===== config.mk =====
export PLATFORM = sky130hd
export DESIGN_NAME = mips16_multicycle_ctrl_flat
export DESIGN_NICKNAME = d
export VERILOG_FILES = /design/src/rtl/mips16_multicycle_ctrl_pkg.sv /design/src/rtl/mips16_multicycle_ctrl_if.sv /design/src/rtl/mips16_multicycle_ctrl_decode.sv /design/src/rtl/mips16_multicycle_ctrl.sv /design/src/flat_wrapper.sv
export SDC_FILE = /design/constraint.sdc
export NUM_CORES = 1
export LEC_CHECK = 0
export CAP_MARGIN = 20
export CORE_ASPECT_RATIO = 0.8
export CORE_MARGIN = 8
export CORE_UTILIZATION = 47
export DETAILED_ROUTE_END_ITERATION = 12
export GPL_TIMING_DRIVEN = 0
export PLACE_DENSITY = 0.81
export SLEW_MARGIN = 20
export SYNTH_ARGS = -nofsm -noshare
export SYNTH_HDL_FRONTEND = slang
export SYNTH_SLANG_ARGS = --single-unit

===== constraint.sdc =====
create_clock -name clk -period 1.8 [get_ports clk]
set_input_delay 0.36 -clock clk [delete_from_list [all_inputs] [get_ports clk]]
set_output_delay 0.36 -clock clk [all_outputs]
set_load 0.01 [all_outputs]

===== src/rtl/mips16_multicycle_ctrl_pkg.sv =====
// Shared types for the mips16 multi-cycle controller:
// opcodes, ALU/mux encodings, FSM states, decode bundle.
package mips16_multicycle_ctrl_pkg;

    typedef enum logic [2:0] {
        S_IDLE,
        S_FETCH,
        S_DECODE,
        S_EXEC,
        S_MEM,
        S_WB,
        S_HALT,
        S_ERROR
    } state_t;

    localparam logic [2:0] OP_ADD  = 3'b000;
    localparam logic [2:0] OP_ADDI = 3'b001;
    localparam logic [2:0] OP_NAND = 3'b010;
    localparam logic [2:0] OP_LUI  = 3'b011;
    localparam logic [2:0] OP_SW   = 3'b100;
    localparam logic [2:0] OP_LW   = 3'b101;
    localparam logic [2:0] OP_BEQ  = 3'b110;
    localparam logic [2:0] OP_JALR = 3'b111;

    localparam logic [3:0] ALU_NONE = 4'b0000;
    localparam logic [3:0] ALU_ADD  = 4'b0001;
    localparam logic [3:0] ALU_NAND = 4'b0010;
    localparam logic [3:0] ALU_LUI  = 4'b0011;
    localparam logic [3:0] ALU_SUB  = 4'b0100;

    localparam logic [1:0] PC_INC = 2'b00;
    localparam logic [1:0] PC_BR  = 2'b01;
    localparam logic [1:0] PC_JR  = 2'b10;

    localparam logic [1:0] WB_ALU = 2'b00;
    localparam logic [1:0] WB_MEM = 2'b01;
    localparam logic [1:0] WB_PC  = 2'b10;

    typedef struct packed {
        logic [3:0] alu_op;
        logic       alu_src_imm;
        logic       is_mem;
        logic       is_store;
        logic       is_branch;
        logic       is_jalr;
        logic [1:0] wb_sel;
    } dec_t;

endpackage


===== src/rtl/mips16_multicycle_ctrl_if.sv =====
// Instruction/data memory handshake bundle.
// master = controller side, slave = memory side.
interface mips16_multicycle_ctrl_if;

    logic [15:0] instr;
    logic        imem_req;
    logic        imem_ack;
    logic        dmem_req;
    logic        dmem_we;
    logic        dmem_ack;

    modport master (
        output imem_req,
        output dmem_req,
        output dmem_we,
        input  instr,
        input  imem_ack,
        input  dmem_ack
    );

    modport slave (
        input  imem_req,
        input  dmem_req,
        input  dmem_we,
        output instr,
        output imem_ack,
        output dmem_ack
    );

endinterface


===== src/rtl/mips16_multicycle_ctrl_decode.sv =====
// Combinational opcode decode.
// i_op: instr[15:13]; o_dec: ALU op/src, class flags, wb_sel.
module mips16_multicycle_ctrl_decode
    import mips16_multicycle_ctrl_pkg::*;
(
    input  logic [2:0] i_op,
    output dec_t       o_dec
);

    always_comb begin
        o_dec = '0;
        unique case (i_op)
            OP_ADD: begin
                o_dec.alu_op = ALU_ADD;
            end
            OP_ADDI: begin
                o_dec.alu_op      = ALU_ADD;
                o_dec.alu_src_imm = 1'b1;
            end
            OP_NAND: begin
                o_dec.alu_op = ALU_NAND;
            end
            OP_LUI: begin
                o_dec.alu_op      = ALU_LUI;
                o_dec.alu_src_imm = 1'b1;
            end
            OP_SW: begin
                o_dec.alu_op      = ALU_ADD;
                o_dec.alu_src_imm = 1'b1;
                o_dec.is_mem      = 1'b1;
                o_dec.is_store    = 1'b1;
            end
            OP_LW: begin
                o_dec.alu_op      = ALU_ADD;
                o_dec.alu_src_imm = 1'b1;
                o_dec.is_mem      = 1'b1;
                o_dec.wb_sel      = WB_MEM;
            end
            OP_BEQ: begin
                o_dec.alu_op    = ALU_SUB;
                o_dec.is_branch = 1'b1;
            end
            OP_JALR: begin
                o_dec.is_jalr = 1'b1;
                o_dec.wb_sel  = WB_PC;
            end
        endcase
    end

endmodule


===== src/rtl/mips16_multicycle_ctrl.sv =====
// Multi-cycle control FSM for the 16-bit CPU datapath.
// Ports: clk, rst (async, active-low), run, alu_zero,
//   mem (imem/dmem req/ack bundle), datapath enables
//   and selects, busy/halted/error status, retired count.
module mips16_multicycle_ctrl
    import mips16_multicycle_ctrl_pkg::*;
#(
    parameter int CNT_W       = 16,
    parameter int ACK_TIMEOUT = 15
) (
    input  logic             clk,
    input  logic             rst,
    input  logic             run,
    input  logic             alu_zero,
    mips16_multicycle_ctrl_if.master mem,
    output logic             ir_we,
    output logic             pc_we,
    output logic [1:0]       pc_sel,
    output logic             reg_we,
    output logic [1:0]       wb_sel,
    output logic [3:0]       alu_op,
    output logic             alu_src_imm,
    output logic             busy,
    output logic             halted,
    output logic             error,
    output logic [CNT_W-1:0] retired
);

    localparam logic [7:0] TMO_LAST = 8'(ACK_TIMEOUT - 1);

    state_t           r_state;
    logic [2:0]       r_op;
    logic             r_imm_nz;
    logic [7:0]       r_wait;
    logic [CNT_W-1:0] r_retired;

    dec_t   w_dec;
    logic   w_ack;
    logic   w_tmo;
    state_t w_next_fetch;

    mips16_multicycle_ctrl_decode u_dec (
        .i_op  (r_op),
        .o_dec (w_dec)
    );

    // Completion in the same cycle as req; acks outside
    // the matching wait state are ignored.
    assign w_ack = (r_state == S_FETCH && mem.imem_ack)
                || (r_state == S_MEM && mem.dmem_ack);
    assign w_tmo = (r_state == S_FETCH || r_state == S_MEM)
                && !w_ack && (r_wait == TMO_LAST);

    // run is sampled only at an instruction boundary.
    assign w_next_fetch = run ? S_FETCH : S_IDLE;

    assign retired = r_retired;
    assign busy    = !(r_state == S_IDLE
                    || r_state == S_HALT
                    || r_state == S_ERROR);
    assign halted  = (r_state == S_HALT);
    assign error   = (r_state == S_ERROR);

    // Outputs decode from state so reset clears them at once;
    // fetch and branch enables follow ack/alu_zero same cycle.
    always_comb begin
        mem.imem_req = 1'b0;
        mem.dmem_req = 1'b0;
        mem.dmem_we  = 1'b0;
        ir_we        = 1'b0;
        pc_we        = 1'b0;
        pc_sel       = PC_INC;
        reg_we       = 1'b0;
        wb_sel       = WB_ALU;
        alu_op       = ALU_NONE;
        alu_src_imm  = 1'b0;
        unique case (r_state)
            S_FETCH: begin
                mem.imem_req = 1'b1;
                if (mem.imem_ack) begin
                    ir_we = 1'b1;
                    pc_we = 1'b1;
                end
            end
            S_EXEC: begin
                alu_op      = w_dec.alu_op;
                alu_src_imm = w_dec.alu_src_imm;
                if (w_dec.is_branch && alu_zero) begin
                    pc_we  = 1'b1;
                    pc_sel = PC_BR;
                end
                if (w_dec.is_jalr && !r_imm_nz) begin
                    pc_we  = 1'b1;
                    pc_sel = PC_JR;
                end
            end
            S_MEM: begin
                mem.dmem_req = 1'b1;
                mem.dmem_we  = w_dec.is_store;
            end
            S_WB: begin
                reg_we = 1'b1;
                wb_sel = w_dec.wb_sel;
            end
            S_IDLE, S_DECODE, S_HALT, S_ERROR: begin
            end
        endcase
    end

    always_ff @(posedge clk or negedge rst) begin
        if (!rst) begin
            r_state   <= S_IDLE;
            r_op      <= '0;
            r_imm_nz  <= 1'b0;
            r_wait    <= '0;
            r_retired <= '0;
        end else begin
            // Wait counter only survives an unacked wait cycle.
            r_wait <= '0;
            unique case (r_state)
                S_IDLE: begin
                    if (run) r_state <= S_FETCH;
                end
                S_FETCH: begin
                    if (w_ack) begin
                        r_op     <= mem.instr[15:13];
                        r_imm_nz <= |mem.instr[6:0];
                        r_state  <= S_DECODE;
                    end else if (w_tmo) begin
                        r_state <= S_ERROR;
                    end else begin
                        r_wait <= r_wait + 8'd1;
                    end
                end
                S_DECODE: begin
                    r_state <= S_EXEC;
                end
                S_EXEC: begin
                    if (w_dec.is_branch) begin
                        r_retired <= r_retired + CNT_W'(1);
                        r_state   <= w_next_fetch;
                    end else if (w_dec.is_jalr && r_imm_nz) begin
                        r_retired <= r_retired + CNT_W'(1);
                        r_state   <= S_HALT;
                    end else if (w_dec.is_mem) begin
                        r_state <= S_MEM;
                    end else begin
                        r_state <= S_WB;
                    end
                end
                S_MEM: begin
                    if (w_ack) begin
                        if (w_dec.is_store) begin
                            r_retired <= r_retired + CNT_W'(1);
                            r_state   <= w_next_fetch;
                        end else begin
                            r_state <= S_WB;
                        end
                    end else if (w_tmo) begin
                        r_state <= S_ERROR;
                    end else begin
                        r_wait <= r_wait + 8'd1;
                    end
                end
                S_WB: begin
                    r_retired <= r_retired + CNT_W'(1);
                    r_state   <= w_next_fetch;
                end
                S_HALT, S_ERROR: begin
                    r_state <= r_state;
                end
            endcase
        end
    end

endmodule

===== src/flat_wrapper.sv =====
// flat-port wrapper written by rule: the top's interface ports become plain ports
module mips16_multicycle_ctrl_flat import mips16_multicycle_ctrl_pkg::*;
#(
    parameter int CNT_W       = 16,
    parameter int ACK_TIMEOUT = 15
)
  (clk, rst, run, alu_zero, ir_we, pc_we, pc_sel, reg_we, wb_sel, alu_op, alu_src_imm, busy, halted, error, retired, mem_imem_req, mem_dmem_req, mem_dmem_we, mem_instr, mem_imem_ack, mem_dmem_ack);
  mips16_multicycle_ctrl_if mem_i ();
  input  logic clk;
  input  logic rst;
  input  logic run;
  input  logic alu_zero;
  output logic ir_we;
  output logic pc_we;
  output logic [1:0] pc_sel;
  output logic reg_we;
  output logic [1:0] wb_sel;
  output logic [3:0] alu_op;
  output logic alu_src_imm;
  output logic busy;
  output logic halted;
  output logic error;
  output logic [CNT_W-1:0] retired;
  output wire logic [$bits(mem_i.imem_req)-1:0] mem_imem_req;
  output wire logic [$bits(mem_i.dmem_req)-1:0] mem_dmem_req;
  output wire logic [$bits(mem_i.dmem_we)-1:0] mem_dmem_we;
  input wire logic [$bits(mem_i.instr)-1:0] mem_instr;
  input wire logic [$bits(mem_i.imem_ack)-1:0] mem_imem_ack;
  input wire logic [$bits(mem_i.dmem_ack)-1:0] mem_dmem_ack;
  assign mem_imem_req = mem_i.imem_req;
  assign mem_dmem_req = mem_i.dmem_req;
  assign mem_dmem_we = mem_i.dmem_we;
  assign mem_i.instr = mem_instr;
  assign mem_i.imem_ack = mem_imem_ack;
  assign mem_i.dmem_ack = mem_dmem_ack;
  mips16_multicycle_ctrl #(.CNT_W(CNT_W), .ACK_TIMEOUT(ACK_TIMEOUT)) u_core (.clk(clk), .rst(rst), .run(run), .alu_zero(alu_zero), .mem(mem_i), .ir_we(ir_we), .pc_we(pc_we), .pc_sel(pc_sel), .reg_we(reg_we), .wb_sel(wb_sel), .alu_op(alu_op), .alu_src_imm(alu_src_imm), .busy(busy), .halted(halted), .error(error), .retired(retired));
endmodule

==> results by group <==
Global route
  – First-pass GRT wire length: 8340 um
  – Overflow after GRT: 0
  – Number of global-route vias before repair: 1,701
  – Largest net degree at the start of global routing: 32
  – GRT Resource Usage Total: 16.8%
  – Antenna violations before repair: 0

Synthesis
  – Ys Warns: 0
  – Yosys top cell by area: dfrtp_1
  – Yosys top cell area share: 41.1%
  – Most used DFF post-synth: dfrtp_1
  – Synthesized area: 1890 um^2
  – Top post-synthesis cells by area: dfrtp_1 41%, xor2_1 9.3%, nor2_1 3.6%
  – Synth Instances: 197
  – Post-synth top cells: 31 x dfrtp_1, 20 x xor2_1, 18 x nor2_1, 15 x nand2_1, 12 x a21oi_1
  – FFs w/ async S/R, synth: 100%
  – Synth cell types: 52
  – Post-synth EDFFs: 0
  – Count leader, synth: dfrtp_1
  – Syn_area_per_cell: 9.58 um^2
  – Register area share after synthesis: 41.1%
  – Synthesized net count: 223
  – #FFs+latches synth: 31

STA
  – Tcrit/Tclk final: 110%
  – Crit path time final: 1.99 ns
  – Clock skew: 0.0129 ns
  – Fin worst setup slack: -0.187 ns
  – Worst Tran Pin Value: 0.691 ns
  – F_max: 0.503 GHz
  – Final setup violating endpoints: 13
  – Slew HR: 53.9%
  – Hold slack: 0.0972 ns
  – Final Hold Viols: 0
  – Slew Limit Fails: 0
  – Setup repair after global routing missed its margin: yes
  – Total negative setup slack: -0.988 ns

Floorplanning
  – Total die area: 6310 um^2
  – Ports: 56
  – Die Ht: 72.7 um
  – Initial Util: 49.3%
  – Die Width: 86.8 um
  – Core ar.: 3830 um^2
  – Core Rows: 20

Final layout
  – Fin nets: 304
  – Synthesis-to-finish area growth: 51.5%
  – Layout cells sized above 1: 34.5%
  – Finished Layout Cells: 333
  – Filler cells: 266
  – Ant. Diodes: 0

Power and ir drop
  – PwrDens: 1290 nW/um^2
  – Worst vdd ir: 0.632 mV
  – Leakage power: 1.20 nW
  – Total power: 3.70 mW

CTS
  – Reg clk slew, reported paths: 0.07 ns
  – Clock Latency Late Sink: 0.30 ns
  – Max Buffers Root-to-Sink: 2
  – CTS sink count: 31
  – CTS Root Cell: clkbuf_8
  – Cts bufs inserted: 5
  – CTS tree: built
  – H-tree levels: 2

Worst setup path
  – Crit Path Max Fanout: 7
  – Crit path kind: flip-flop to output pin
  – Critical path arrival: 1.63 ns
  – Crit start category: flip-flop
  – CP required: 1.44 ns
  – CP Capture Type: output pin
  – Worst reg2reg setup slack: -0.12 ns

Detailed routing
  – Pre-antenna DRT Iters: 4
  – Final wirelength: 5990 um
  – Routed Antenna Nets: 0
  – DR vias: 1,924
  – DR vias/cell: 5.78
  – Wirelength per Cell: 18.0 um
  – First DRT Iteration DRCs: 173
  – DR DRC count: 0

Placed design
  – Placed insts: 300
  – Placer congestion estimate: 0.827
  – Pre-CTS setup slack: -0.481 ns
  – DP HPWL: 3360 um
  – PortBufs: 48

Min path
  – Worst Hold Class: primary input to asynchronous set/reset pin

Job
  – Max cap viols: 0

Outcome
  – Violated checks: negative setup slack
  – Status: complete, but fails checks
-- power breakdown --
group	leakage (nW)	internal, mW	switching [mW]	total [mW]
combinational	0.806	1.04	1.00	2.05
clock	0.0470	0.300	0.277	0.577
sequential	0.346	0.851	0.219	1.07
-- per-layer routing --
| metal | vias up | track usage, % | wire length (um) |
|---|---|---|---|
| li1 | 865 | - | - |
| met1 | 931 | 21.8 | 2620 |
| met2 | 107 | 24.8 | 2640 |
| met3 | 21 | 5.85 | 542 |
| met4 | 0 | 6.48 | 184 |
| met5 | - | 0 | 0 |
-- final cells by class --
| class | count | area [um^2] | area share (%) |
|---|---|---|---|
| well taps | 55 | 68.8 | 2.41 |
| repair buffers | 75 | 616 | 21.5 |
| flip-flops and latches | 31 | 779 | 27.3 |
| multi-input cells | 152 | 1190 | 41.7 |
| inverters | 4 | 15.0 | 0.525 |
| clock inverters | 1 | 5.00 | 0.175 |
| plain buffers | 9 | 100 | 3.50 |
| clock buffers | 6 | 82.6 | 2.89 |
-- metrics by stage --
stage          util (%)  instance area [um^2]
4_1_cts            69.3                  2660
6_report           74.6                  2860
2_1_floorplan         -                  1890
3_3_place_gp       63.8                  2440
5_1_grt            74.6                  2860
3_5_place_dp       63.6                  2440
-- placed cells by master (no fill, tap or decap), types with 3 or more instances in the layout --
master           synthesis  final
clkdlybuf4s50_1          0     30
dfrtp_1                 31     28
buf_4                    2     23
xor2_1                  20     20
buf_2                    4     17
nand2_1                 15     15
nor2_1                  18     15
nand3_1                 10      9
buf_6                    1      8
a21oi_1                 12      8
clkbuf_8                 0      7
nand4_1                  5      5
nand2b_1                 4      4
a21oi_2                  0      4
ha_1                     4      4
and3_1                   4      3
nor3b_1                  6      3
mux2_2                   3      3
nor3_1                   5      3
dfrtp_2                  0      3
-- critical path: stages (launching register included) --
cell       delay [ns]
dfrtp_1          0.40
buf_6            0.15
clkbuf_16        0.14
nor3b_4          0.24
nand2_1          0.13
nor2_1           0.13
buf_2            0.15
-- sequential cells by signal (all words and copies together) (netlist names) --
register,flops
u_core.r_imm_nz,1
u_core.r_wait,8
u_core.r_op,3
u_core.retired,16
u_core.r_state,3
-- what timing repair did --
item,in CTS,in global routing
hold buffers,0,0
setup buffers,12,13
setup endpoints to repair,17,22
resized for setup,86,35
pin swaps,7,15
gates cloned,0,2
-- cells by family after synthesis --
group | after synthesis | share of synthesized area [%]
compound gates | 36 | 13.8
xor+xnor | 21 | 9.75
fa+ha+maj | 4 | 2.65
buf+inv | 14 | 3.85
flops | 31 | 41.1
mux | 3 | 1.79
other cells | 1 | 0.199
simple gates | 87 | 26.9
-- worst paths after layout --
path,from,end,cells after the start
min reg2reg,u_core.retired[15]$_DFFE_PN0P_,u_core.retired[15]$_DFFE_PN0P_,1
max,u_core.r_state[1]$_DFFE_PN0P_,wb_sel[1],6
min in group clk,u_core.retired[15]$_DFFE_PN0P_,u_core.retired[15]$_DFFE_PN0P_,1
min,rst,u_core.r_state[0]$_DFFE_PN0P_,1
max in group asynchronous,rst,u_core.r_op[0]$_DFFE_PN0P_,1
max reg2reg,u_core.r_state[1]$_DFFE_PN0P_,u_core.r_state[1]$_DFFE_PN0P_,6
(Power assumes the default switching activity.)
